<file path="src/rtl/conv_pkg.sv">
// Shared convolution package: mode codes used by the top FSM and the loop
// sequencer, default layer dimensions, and the sequencer state enum.
package conv_pkg;

  typedef enum logic [1:0] {
    MODE_IDLE  = 2'd0,
    MODE_CONV1 = 2'd1,
    MODE_CONV2 = 2'd2,
    MODE_DONE  = 2'd3
  } mode_e;

  localparam int C1_OCH_DEF = 6;
  localparam int C1_OW_DEF  = 24;
  localparam int C2_ICH_DEF = 6;
  localparam int C2_OCH_DEF = 16;
  localparam int C2_OW_DEF  = 8;
  localparam int DRAIN_DEF  = 4;

  typedef enum logic [2:0] {
    S_IDLE,
    S_RUN1,
    S_DRAIN1,
    S_WAIT1,
    S_RUN2,
    S_DRAIN2,
    S_WAIT2
  } state_e;

endpackage

</file>
<file path="src/rtl/loop_cnt.sv">
// Wrap counter for one loop level: counts 0..last on enable, pulses wrap
// combinationally on the enabled cycle that returns it to 0.
module loop_cnt #(
  parameter int W = 5
) (
  input  logic         clk,
  input  logic         srstn,
  input  logic         en,
  input  logic         clr,
  input  logic [W-1:0] last,
  output logic [W-1:0] value,
  output logic         wrap
);

  assign wrap = en && (value == last);

  always_ff @(posedge clk) begin
    if (!srstn || clr) begin
      value <= '0;
    end else if (en) begin
      value <= wrap ? '0 : value + W'(1);
    end
  end

endmodule

</file>
<file path="src/rtl/conv_loop_ctrl.sv">
// Loop sequencer for CONV1/CONV2: issues per-beat och/ich/row/col indices,
// waits DRAIN cycles after the last beat, then pulses the layer done flag.
// Optional stall counter port is built when CONV_LOOP_PERF_EN is defined.
//
// state  | meaning
// IDLE   | no layer active, counters held at 0
// RUN1   | issuing CONV1 beats
// DRAIN1 | last CONV1 beat accepted, waiting for datapath to empty
// WAIT1  | conv1_done sent, waiting for mode to move off CONV1
// RUN2   | issuing CONV2 beats
// DRAIN2 | last CONV2 beat accepted, waiting for datapath to empty
// WAIT2  | conv_done sent, waiting for mode to move off CONV2
module conv_loop_ctrl
  import conv_pkg::*;
#(
  parameter int C1_OCH = C1_OCH_DEF,
  parameter int C1_OW  = C1_OW_DEF,
  parameter int C2_ICH = C2_ICH_DEF,
  parameter int C2_OCH = C2_OCH_DEF,
  parameter int C2_OW  = C2_OW_DEF,
  parameter int DRAIN  = DRAIN_DEF
) (
  input  logic       clk,
  input  logic       srstn,
  input  logic [1:0] mode,
  input  logic       issue_ready,
  output logic       issue_valid,
  output logic [4:0] och,
  output logic [2:0] ich,
  output logic [4:0] row,
  output logic [4:0] col,
  output logic       acc_clr,
  output logic       acc_wr,
  output logic       conv1_done,
  output logic       conv_done
`ifdef CONV_LOOP_PERF_EN
  , output logic [31:0] perf_stall_cnt
`endif
);

  localparam int DW = (DRAIN > 1) ? $clog2(DRAIN) : 1;

  state_e          state, state_nx;
  logic            running, running_nx, l2, beat, clr;
  logic            done1_nx, done2_nx;
  logic [DW-1:0]   drain_cnt;
  logic [4:0]      och_last, row_last, col_last;
  logic [2:0]      ich_last;
  logic            col_wrap, row_wrap, ich_wrap, och_wrap;
  logic            ich_en, och_en;

  assign running    = (state == S_RUN1) || (state == S_RUN2);
  assign running_nx = (state_nx == S_RUN1) || (state_nx == S_RUN2);
  assign l2         = (state == S_RUN2);
  assign beat       = issue_valid && issue_ready;
  assign clr        = !running;

  assign col_last = l2 ? 5'(C2_OW - 1)  : 5'(C1_OW - 1);
  assign row_last = l2 ? 5'(C2_OW - 1)  : 5'(C1_OW - 1);
  assign och_last = l2 ? 5'(C2_OCH - 1) : 5'(C1_OCH - 1);
  assign ich_last = 3'(C2_ICH - 1);

  // CONV1 skips the ich level: row carries straight into och
  assign ich_en = l2 && row_wrap;
  assign och_en = l2 ? ich_wrap : row_wrap;

  loop_cnt #(.W(5)) u_col (.clk(clk), .srstn(srstn), .en(beat),     .clr(clr),
                           .last(col_last), .value(col), .wrap(col_wrap));
  loop_cnt #(.W(5)) u_row (.clk(clk), .srstn(srstn), .en(col_wrap), .clr(clr),
                           .last(row_last), .value(row), .wrap(row_wrap));
  loop_cnt #(.W(3)) u_ich (.clk(clk), .srstn(srstn), .en(ich_en),   .clr(clr),
                           .last(ich_last), .value(ich), .wrap(ich_wrap));
  loop_cnt #(.W(5)) u_och (.clk(clk), .srstn(srstn), .en(och_en),   .clr(clr),
                           .last(och_last), .value(och), .wrap(och_wrap));

  assign acc_clr = issue_valid && (!l2 || (ich == 3'd0));
  assign acc_wr  = issue_valid && (!l2 || (ich == ich_last));

  always_comb begin
    state_nx = state;
    done1_nx = 1'b0;
    done2_nx = 1'b0;
    case (state)
      S_IDLE: begin
        if (mode == MODE_CONV1)      state_nx = S_RUN1;
        else if (mode == MODE_CONV2) state_nx = S_RUN2;
      end
      S_RUN1: begin
        if (mode != MODE_CONV1)  state_nx = S_IDLE;
        else if (och_wrap)       state_nx = S_DRAIN1;
      end
      S_DRAIN1: begin
        if (mode != MODE_CONV1) begin
          state_nx = S_IDLE;
        end else if (drain_cnt == '0) begin
          state_nx = S_WAIT1;
          done1_nx = 1'b1;
        end
      end
      S_WAIT1: begin
        if (mode == MODE_CONV2)      state_nx = S_RUN2;
        else if (mode != MODE_CONV1) state_nx = S_IDLE;
      end
      S_RUN2: begin
        if (mode != MODE_CONV2)  state_nx = S_IDLE;
        else if (och_wrap)       state_nx = S_DRAIN2;
      end
      S_DRAIN2: begin
        if (mode != MODE_CONV2) begin
          state_nx = S_IDLE;
        end else if (drain_cnt == '0) begin
          state_nx = S_WAIT2;
          done2_nx = 1'b1;
        end
      end
      S_WAIT2: begin
        if (mode != MODE_CONV2) state_nx = S_IDLE;
      end
      default: state_nx = S_IDLE;
    endcase
  end

  always_ff @(posedge clk) begin
    if (!srstn) begin
      state       <= S_IDLE;
      issue_valid <= 1'b0;
      conv1_done  <= 1'b0;
      conv_done   <= 1'b0;
      drain_cnt   <= '0;
    end else begin
      state       <= state_nx;
      issue_valid <= running_nx;
      conv1_done  <= done1_nx;
      conv_done   <= done2_nx;
      // reloaded every RUN cycle so DRAINx always starts from DRAIN-1
      if (running)                drain_cnt <= DW'(DRAIN - 1);
      else if (drain_cnt != '0)   drain_cnt <= drain_cnt - DW'(1);
    end
  end

`ifdef CONV_LOOP_PERF_EN
  always_ff @(posedge clk) begin
    if (!srstn) begin
      perf_stall_cnt <= '0;
    end else if (state == S_IDLE && running_nx) begin
      perf_stall_cnt <= '0;
    end else if (issue_valid && !issue_ready && perf_stall_cnt != '1) begin
      perf_stall_cnt <= perf_stall_cnt + 32'd1;
    end
  end
`endif

endmodule

</file>
<file path="config.mk">
export PLATFORM = sky130hd
export DESIGN_NAME = conv_loop_ctrl
export DESIGN_NICKNAME = d
export VERILOG_FILES = /design/src/rtl/conv_pkg.sv /design/src/rtl/loop_cnt.sv /design/src/rtl/conv_loop_ctrl.sv
export SDC_FILE = /design/constraint.sdc
export NUM_CORES = 1
export LEC_CHECK = 0
export CAP_MARGIN = 20
export CORE_ASPECT_RATIO = 1.75
export CORE_UTILIZATION = 53
export CTS_BUF_LIST = sky130_fd_sc_hd__clkbuf_4 sky130_fd_sc_hd__clkbuf_8
export CTS_CLUSTER_DIAMETER = 50
export CTS_CLUSTER_SIZE = 14
export DETAILED_ROUTE_END_ITERATION = 16
export PLACE_DENSITY = 0.82
export SYNTH_ARGS = -nofsm -noshare
export SYNTH_HDL_FRONTEND = slang
export SYNTH_SLANG_ARGS = --single-unit
</file>
<file path="constraint.sdc">
create_clock -name clk -period 2.6 [get_ports clk]
set_clock_uncertainty 0.2 [all_clocks]
set_input_delay 0.52 -clock clk [delete_from_list [all_inputs] [get_ports clk]]
set_output_delay 0.52 -clock clk [all_outputs]
set_load 0.005 [all_outputs]
</file>
Yosys cells after proc, flatten, opt, wreduce, memory -nomap -nowiden
Cells that the tools add are included.

Memory bits (read-only): 0. Output and inout bits: 23. Memories kept: 0. Input port bits: 5. Bits in latches: 0. Register bits after elaboration: 26. Logic and storage cells: 80. Memory bits (writable): 0.

Reduce and logical (&&, ||, !) cells: 23. Multiplexer cells: 24. $lt $le $gt $ge: 0. Bitwise gates (word level): 3. Divide/modulo/power cells: 0. Eq/ne operators: 16. Multiply operators: 0. Add/subtract/negate cells: 5. Shift operators: 0.

Operators with widths (number): two-way mux 3 bit (14); one-hot mux 3 bit (7 select lines) (1); two-way mux 5 bit (4); adder 5 x 1 -> 5 bit, second input constant (3); == test 3 bit, second input constant (5); == test 5 bit (2); logical AND 1 bit (8); == test 3 x 1 -> 1 bit, second input constant (2); == test 3 x 2 -> 1 bit, second input constant (2); logical NOT 3 bit (2); OR reduction 3 bit (2); == test 5 x 4 -> 1 bit (1); logical OR 1 bit (5); two-way mux 2 bit (2); two-way mux 4 bit (1); nonzero test 2 bit (2); adder 3 x 1 -> 3 bit, second input constant (1); logical NOT 1 bit (3); NOT 1 bit (3); == test 2 x 1 -> 1 bit, second input constant (1); == test 2 bit, second input constant (1); logical NOT 2 bit (1); two-way mux 1 bit (2); != test 2 x 1 -> 1 bit, second input constant (1); 2 further kinds (2).

Logic depth before layout (Yosys ltp)
Word-level depth: 14. Depth in mapped cells: 8.

Hierarchy
Synthesis repeated with hierarchy kept, for this count alone.

Cells, all modules: 163. Area total of the unflattened synthesis: 1569.0 um^2.

By module, submodules not included: loop_cnt (u_col ...) (area each 295.3 um^2, cells an instance 28, instances 3); conv_loop_ctrl (area each 506.7 um^2, cells an instance 61, instances 1); loop_cnt (u_ich) (area each 176.4 um^2, cells an instance 18, instances 1).

Worst setup path before layout
Ideal clock, no wire load.

Kind: register to register. From: reg state[1]. To: reg u_ich.value[2]. Arrival: 1821 ps. Period minus slack after synthesis: 2091 ps. Slack: 509 ps. Cell stages (with the launch flop): 7. Data required time: 2330 ps. Path through: dfxtp_1 > buf_2 > nor3b_4 > mux2i_1 > nand3_1 > or3b_1 > a21oi_1.

Longest elaborated chain between the ends: 8. Elaborated cells between the ends (all ways): 13. Classes of those cells: eq/ne (4); mux (2); reduce/logical (7).

RTL lines: from (decl) (line conv_loop_ctrl.sv:43) `state_e state, state_nx;`; from (signal assigned) (line conv_loop_ctrl.sv:131) `state <= state_nx;`; == test 3 bit (line conv_loop_ctrl.sv:52, conv_loop_ctrl.sv:54); two-way mux 5 bit (line conv_loop_ctrl.sv:58, conv_loop_ctrl.sv:59); == test 5 bit (line loop_cnt.sv:15) `assign wrap = en && (value == last);`; logical AND 1 bit (2 in series) (line loop_cnt.sv:15); logical AND 1 bit (line conv_loop_ctrl.sv:64) `assign ich_en = l2 && row_wrap;`; logical AND 1 bit (line loop_cnt.sv:15); two-way mux 3 bit (line loop_cnt.sv:21) `value <= wrap ? '0 : value + W'(1);`; to (signal assigned) (line loop_cnt.sv:21); to (decl) (line loop_cnt.sv:11) `output logic [W-1:0] value,`.

Parallel ways exist; a longest one is shown, timed or not. A chain may end at the register's enable or synchronous reset.

Worst setup path after layout
From: reg state[2]. To: out acc_clr.

Longest elaborated chain between the ends: 4.

RTL lines: == test 3 bit (line conv_loop_ctrl.sv:54) `assign l2 = (state == S_RUN2);`; logical NOT 1 bit (line conv_loop_ctrl.sv:76) `assign acc_clr = issue_valid && (!l2 || (ich == 3'd0));`; logical OR 1 bit (line conv_loop_ctrl.sv:76); logical AND 1 bit (line conv_loop_ctrl.sv:76); to (decl) (line conv_loop_ctrl.sv:32) `output logic acc_clr,`.

No other way between the ends.

==> metrics.txt <==
# TYPE chip_impl_metric gauge
chip_impl_info{name="outcome",value="finished clean"} 1
chip_impl_metric{name="post_synth_inst_count",unit=""} 171
chip_impl_info{name="critical-path-top-delay-family",value="buffers and inverters"} 1
chip_impl_metric{name="critical_path.n_buffers_inverters",unit=""} 2
chip_impl_metric{name="layout-drive-gt1-share",unit=""} 0.104
chip_impl_info{name="ys_top_cells_by_area",value="dfxtp_1, xor2_1, nor2_1, ha_1, nand2_1"} 1
chip_impl_info{name="yosysTopAreaCell",value="dfxtp_1"} 1
chip_impl_metric{name="die_y",unit="µm"} 70.4
chip_impl_metric{name="post-route-period-util",unit=""} 0.938
chip_impl_metric{name="hold_violation_total_from_the_final_report",unit=""} 0
chip_impl_info{name="setup.worst_path.end",value="acc_clr"} 1
chip_impl_metric{name="cp.depth",unit=""} 4
chip_impl_metric{name="design.die.area",unit="µm²"} 2900
chip_impl_info{name="synth_ff_type",value="dfxtp_1"} 1
chip_impl_metric{name="htreeDepth",unit=""} 1
chip_impl_metric{name="reg2reg_setup_slack",unit="ps"} 330
chip_impl_metric{name="synth.top_cell.area_share",unit=""} 0.367
chip_impl_metric{name="wirelength",unit="µm"} 3310
chip_impl_metric{name="clk_pin_slew",unit="ps"} 90
chip_impl_metric{name="post_synth_num_cell_types",unit=""} 36
chip_impl_metric{name="cts_hold_buf",unit=""} 0
chip_impl_metric{name="start_util",unit=""} 0.563
chip_impl_metric{name="drt_drc_violations_left",unit=""} 0
chip_impl_metric{name="p_int",unit="µW"} 586
chip_impl_metric{name="number_of_antenna_violations_at_the_first_check_in_global_routing",unit=""} 0
chip_impl_metric{name="vdd_drop_max",unit="V"} 0.000499
chip_impl_metric{name="yosys_warnings",unit=""} 0
chip_impl_metric{name="route.detailed.vias_per_inst",unit=""} 5.88
chip_impl_metric{name="total_cts_buffers",unit=""} 3
chip_impl_metric{name="track_usage",unit=""} 0.268
chip_impl_metric{name="syn_avg_cell_area",unit="µm²"} 8.30
chip_impl_metric{name="slew_headroom",unit=""} 0.726
chip_impl_metric{name="count_of_antenna_diodes_in_the_layout",unit=""} 0
chip_impl_metric{name="synthesis.area",unit="µm²"} 1420
chip_impl_info{name="cp_startpoint",value="state[2]$_SDFF_PN0_"} 1
chip_impl_metric{name="areaGrowthSynthToFinish",unit="%"} 26.3
chip_impl_metric{name="grt_pass1_vias",unit=""} 1363
chip_impl_metric{name="hpwlAfterDp",unit="µm"} 2560
chip_impl_metric{name="reg2reg_depth",unit=""} 6
chip_impl_metric{name="grt-ovfl-total",unit=""} 0
chip_impl_metric{name="ioPinCount",unit=""} 28
chip_impl_metric{name="numClockSinks",unit=""} 26
chip_impl_info{name="synthMostInstantiatedCell",value="dfxtp_1"} 1
chip_impl_info{name="timing.critical_path.cells",value="nor3b_4 > buf_4 > a21boi_0 > clkdlybuf4s50_1"} 1
chip_impl_metric{name="comb_power_share",unit=""} 0.192
chip_impl_info{name="setup.worst_path.end_class",value="primary output"} 1
chip_impl_metric{name="route.antenna.remaining_nets",unit=""} 0
chip_impl_info{name="setup.worst_path.start_class",value="flop"} 1
chip_impl_metric{name="crit_path_max_incr_delay",unit="ps"} 450
chip_impl_info{name="netlist_top_cells_count",value="dfxtp_1, nor2_1, nand2_1"} 1
chip_impl_metric{name="arrival",unit="ps"} 1720
chip_impl_info{name="tritoncts",value="yes"} 1
chip_impl_metric{name="fillCellCount",unit=""} 202
chip_impl_metric{name="postCtsResizedCells",unit=""} 0
chip_impl_metric{name="tightest_slew",unit="ps"} 411
chip_impl_metric{name="count_of_flip_flops_with_a_built_in_enable_after_synthesis",unit=""} 0
chip_impl_metric{name="maxClockFrequency",unit="MHz"} 410
chip_impl_metric{name="drv_cap",unit=""} 0
chip_impl_metric{name="grt_pass1_wl",unit="µm"} 5540
chip_impl_metric{name="maxSlewViolCount",unit=""} 0
chip_impl_metric{name="place_congestion",unit=""} 0.758
chip_impl_metric{name="cts_buffer_depth",unit=""} 2
chip_impl_metric{name="crit_required",unit="ps"} 1880
chip_impl_info{name="rsz0062_at_grt",value="false"} 1
chip_impl_metric{name="min_period",unit="ps"} 2440
chip_impl_info{name="min_path_type",value="reg -> reg"} 1
chip_impl_metric{name="postSynthRegisterBits",unit=""} 26
chip_impl_metric{name="synthArstFlopShare",unit=""} 0
chip_impl_metric{name="worst_skew_pair.late_latency",unit="ps"} 280
chip_impl_metric{name="power.switching_fraction",unit=""} 0.279
chip_impl_info{name="regToRegEndpoint",value="issue_valid$_SDFF_PN0_"} 1
chip_impl_metric{name="routed_wire_length_per_instance",unit="µm"} 14.5
chip_impl_metric{name="final_net_count",unit=""} 216
chip_impl_metric{name="fin_util",unit=""} 0.710
chip_impl_info{name="crit_path_top_delay_cell",value="dfxtp_1"} 1
chip_impl_metric{name="leakage_power_total",unit="µW"} 0.000677
chip_impl_info{name="worst-setup-path-type",value="reg -> out"} 1
chip_impl_metric{name="mappedNetlistNets",unit=""} 183
chip_impl_metric{name="detailed_place.area",unit="µm²"} 1740
chip_impl_metric{name="power_frac_seq",unit=""} 0.526
chip_impl_metric{name="sequential_element_share_of_the_synthesized_area",unit=""} 0.367
chip_impl_metric{name="drt_first_iter_violations",unit=""} 27
chip_impl_metric{name="chip_width",unit="µm"} 41.1
chip_impl_metric{name="report.final.setup_viol",unit=""} 0
chip_impl_info{name="worstReg2RegStart",value="state[2]$_SDFF_PN0_"} 1
chip_impl_metric{name="post-cts-setup-buffer-count",unit=""} 0
chip_impl_info{name="clock_root_buffer",value="clkbuf_8"} 1
chip_impl_metric{name="core_box_area",unit="µm²"} 2520
chip_impl_metric{name="postLayoutCellArea",unit="µm²"} 1790
chip_impl_metric{name="power_frac_clock",unit=""} 0.282
chip_impl_metric{name="largest_net_degree_at_the_start_of_global_routing",unit=""} 14
chip_impl_metric{name="worst_path_maximum_fanout",unit=""} 8
chip_impl_metric{name="detailroute.via_count",unit=""} 1340
chip_impl_metric{name="buffer_ports.inserted",unit=""} 27
chip_impl_metric{name="power-per-cell-area",unit="nW/µm²"} 454
chip_impl_metric{name="net-switching-power",unit="µW"} 227
chip_impl_metric{name="first_pass_iters",unit=""} 4
chip_impl_metric{name="floorplan.rows",unit=""} 24
power by group through the flow:
stage / registers, µW / clock network [µW] / logic [µW]
final: 428 / 230 / 156
after global routing: 432 / 250 / 174
after CTS: 428 / 234 / 156
after detailed placement: 438 / 0 / 155
after global placement: 436 / 0 / 143
after floorplan: 435 / 0 / 113
registers in the layout, indices dropped and copies added, names as in the netlist:
name	count
issue_valid	1
u_ich.value	3
u_row.value	5
conv_done	1
u_och.value	5
state	3
drain_cnt	2
u_col.value	5
conv1_done	1
tightest hold or removal path: stages (launching register included):
cell and delay (ps):
dfxtp_1 340, nand2_1 60, a21oi_1 50
logic make-up after synthesis:
logic type,share of synthesized area
AOI/OAI and AO/OA,0.103
xor gates and xnor gates,0.0864
adders and majority gates,0.0617
buffers and inverters,0.0459
DFF,0.367
muxes,0.0441
and+or+nand+nor,0.292
layout make-up:
class / count / area [µm²] / share of cell area
clock buffer: 3 / 41.3 / 0.0230
inverter: 10 / 37.5 / 0.0209
multi-input combinational: 130 / 838 / 0.468
sequential: 26 / 524 / 0.293
tap: 26 / 32.5 / 0.0182
timing repair buffer: 33 / 318 / 0.177
worst min path at each step:
stage	end	cells after the start	from
final	u_row.value[1]$_SDFFE_PP0N_	2	u_row.value[1]$_SDFFE_PP0N_
after global routing	u_ich.value[0]$_SDFFE_PP0P_	2	u_ich.value[0]$_SDFFE_PP0P_
after CTS	u_row.value[1]$_SDFFE_PP0N_	2	u_row.value[1]$_SDFFE_PP0N_
after detailed placement	u_row.value[1]$_SDFFE_PP0N_	2	u_row.value[1]$_SDFFE_PP0N_
after global placement	u_col.value[1]$_SDFFE_PP0P_	2	u_col.value[1]$_SDFFE_PP0P_
after floorplan	u_row.value[1]$_SDFFE_PP0N_	2	u_row.value[1]$_SDFFE_PP0N_
cells in the final DEF (no fill, tap or decap), types with 2 or more instances in the layout:
master	synthesis	routed
clkdlybuf4s50_1	0	26
nor2_1	25	25
dfxtp_1	26	23
nand2_1	16	15
xor2_1	11	11
inv_1	10	10
a21oi_1	9	9
nand3_1	9	9
nand4_1	6	6
ha_1	7	6
buf_4	0	6
o21ai_0	5	5
and2_1	4	4
mux2i_1	4	4
nor3_1	4	4
xnor2_1	3	3
clkbuf_8	0	3
dfxtp_2	0	3
nand2b_1	2	2
nand4bb_1	2	2
and3_1	2	2
or3b_2	2	2
nand3b_1	2	2
o311ai_0	2	2
a31oi_1	2	2
mux2_2	2	2
metrics by stage:
| step | worst slack [ps] | TNS, ps | total power (µW) | hold slack [ps] | instances |
|---|---|---|---|---|---|
| 2_1_floorplan | 509 | 0 | 548 | 277 | 171 |
| 3_3_place_gp | 68.8 | 0 | 579 | 272 | 225 |
| 3_5_place_dp | -6.96 | -6.96 | 593 | 286 | 225 |
| 4_1_cts | 23.8 | 0 | 818 | 299 | 228 |
| 5_1_grt | 39.6 | 0 | 856 | 325 | 228 |
| 6_report | 162 | 0 | 813 | 295 | 228 |
routing by layer:
metal | up-vias | track usage | share of wire
met5 | - | 0 | 0
met4 | 0 | 0.111 | 0.024
met3 | 9 | 0.0476 | 0.029
met2 | 38 | 0.497 | 0.57
met1 | 644 | 0.252 | 0.38
li1 | 649 | - | -
Power figures use the tool's default switching activity.
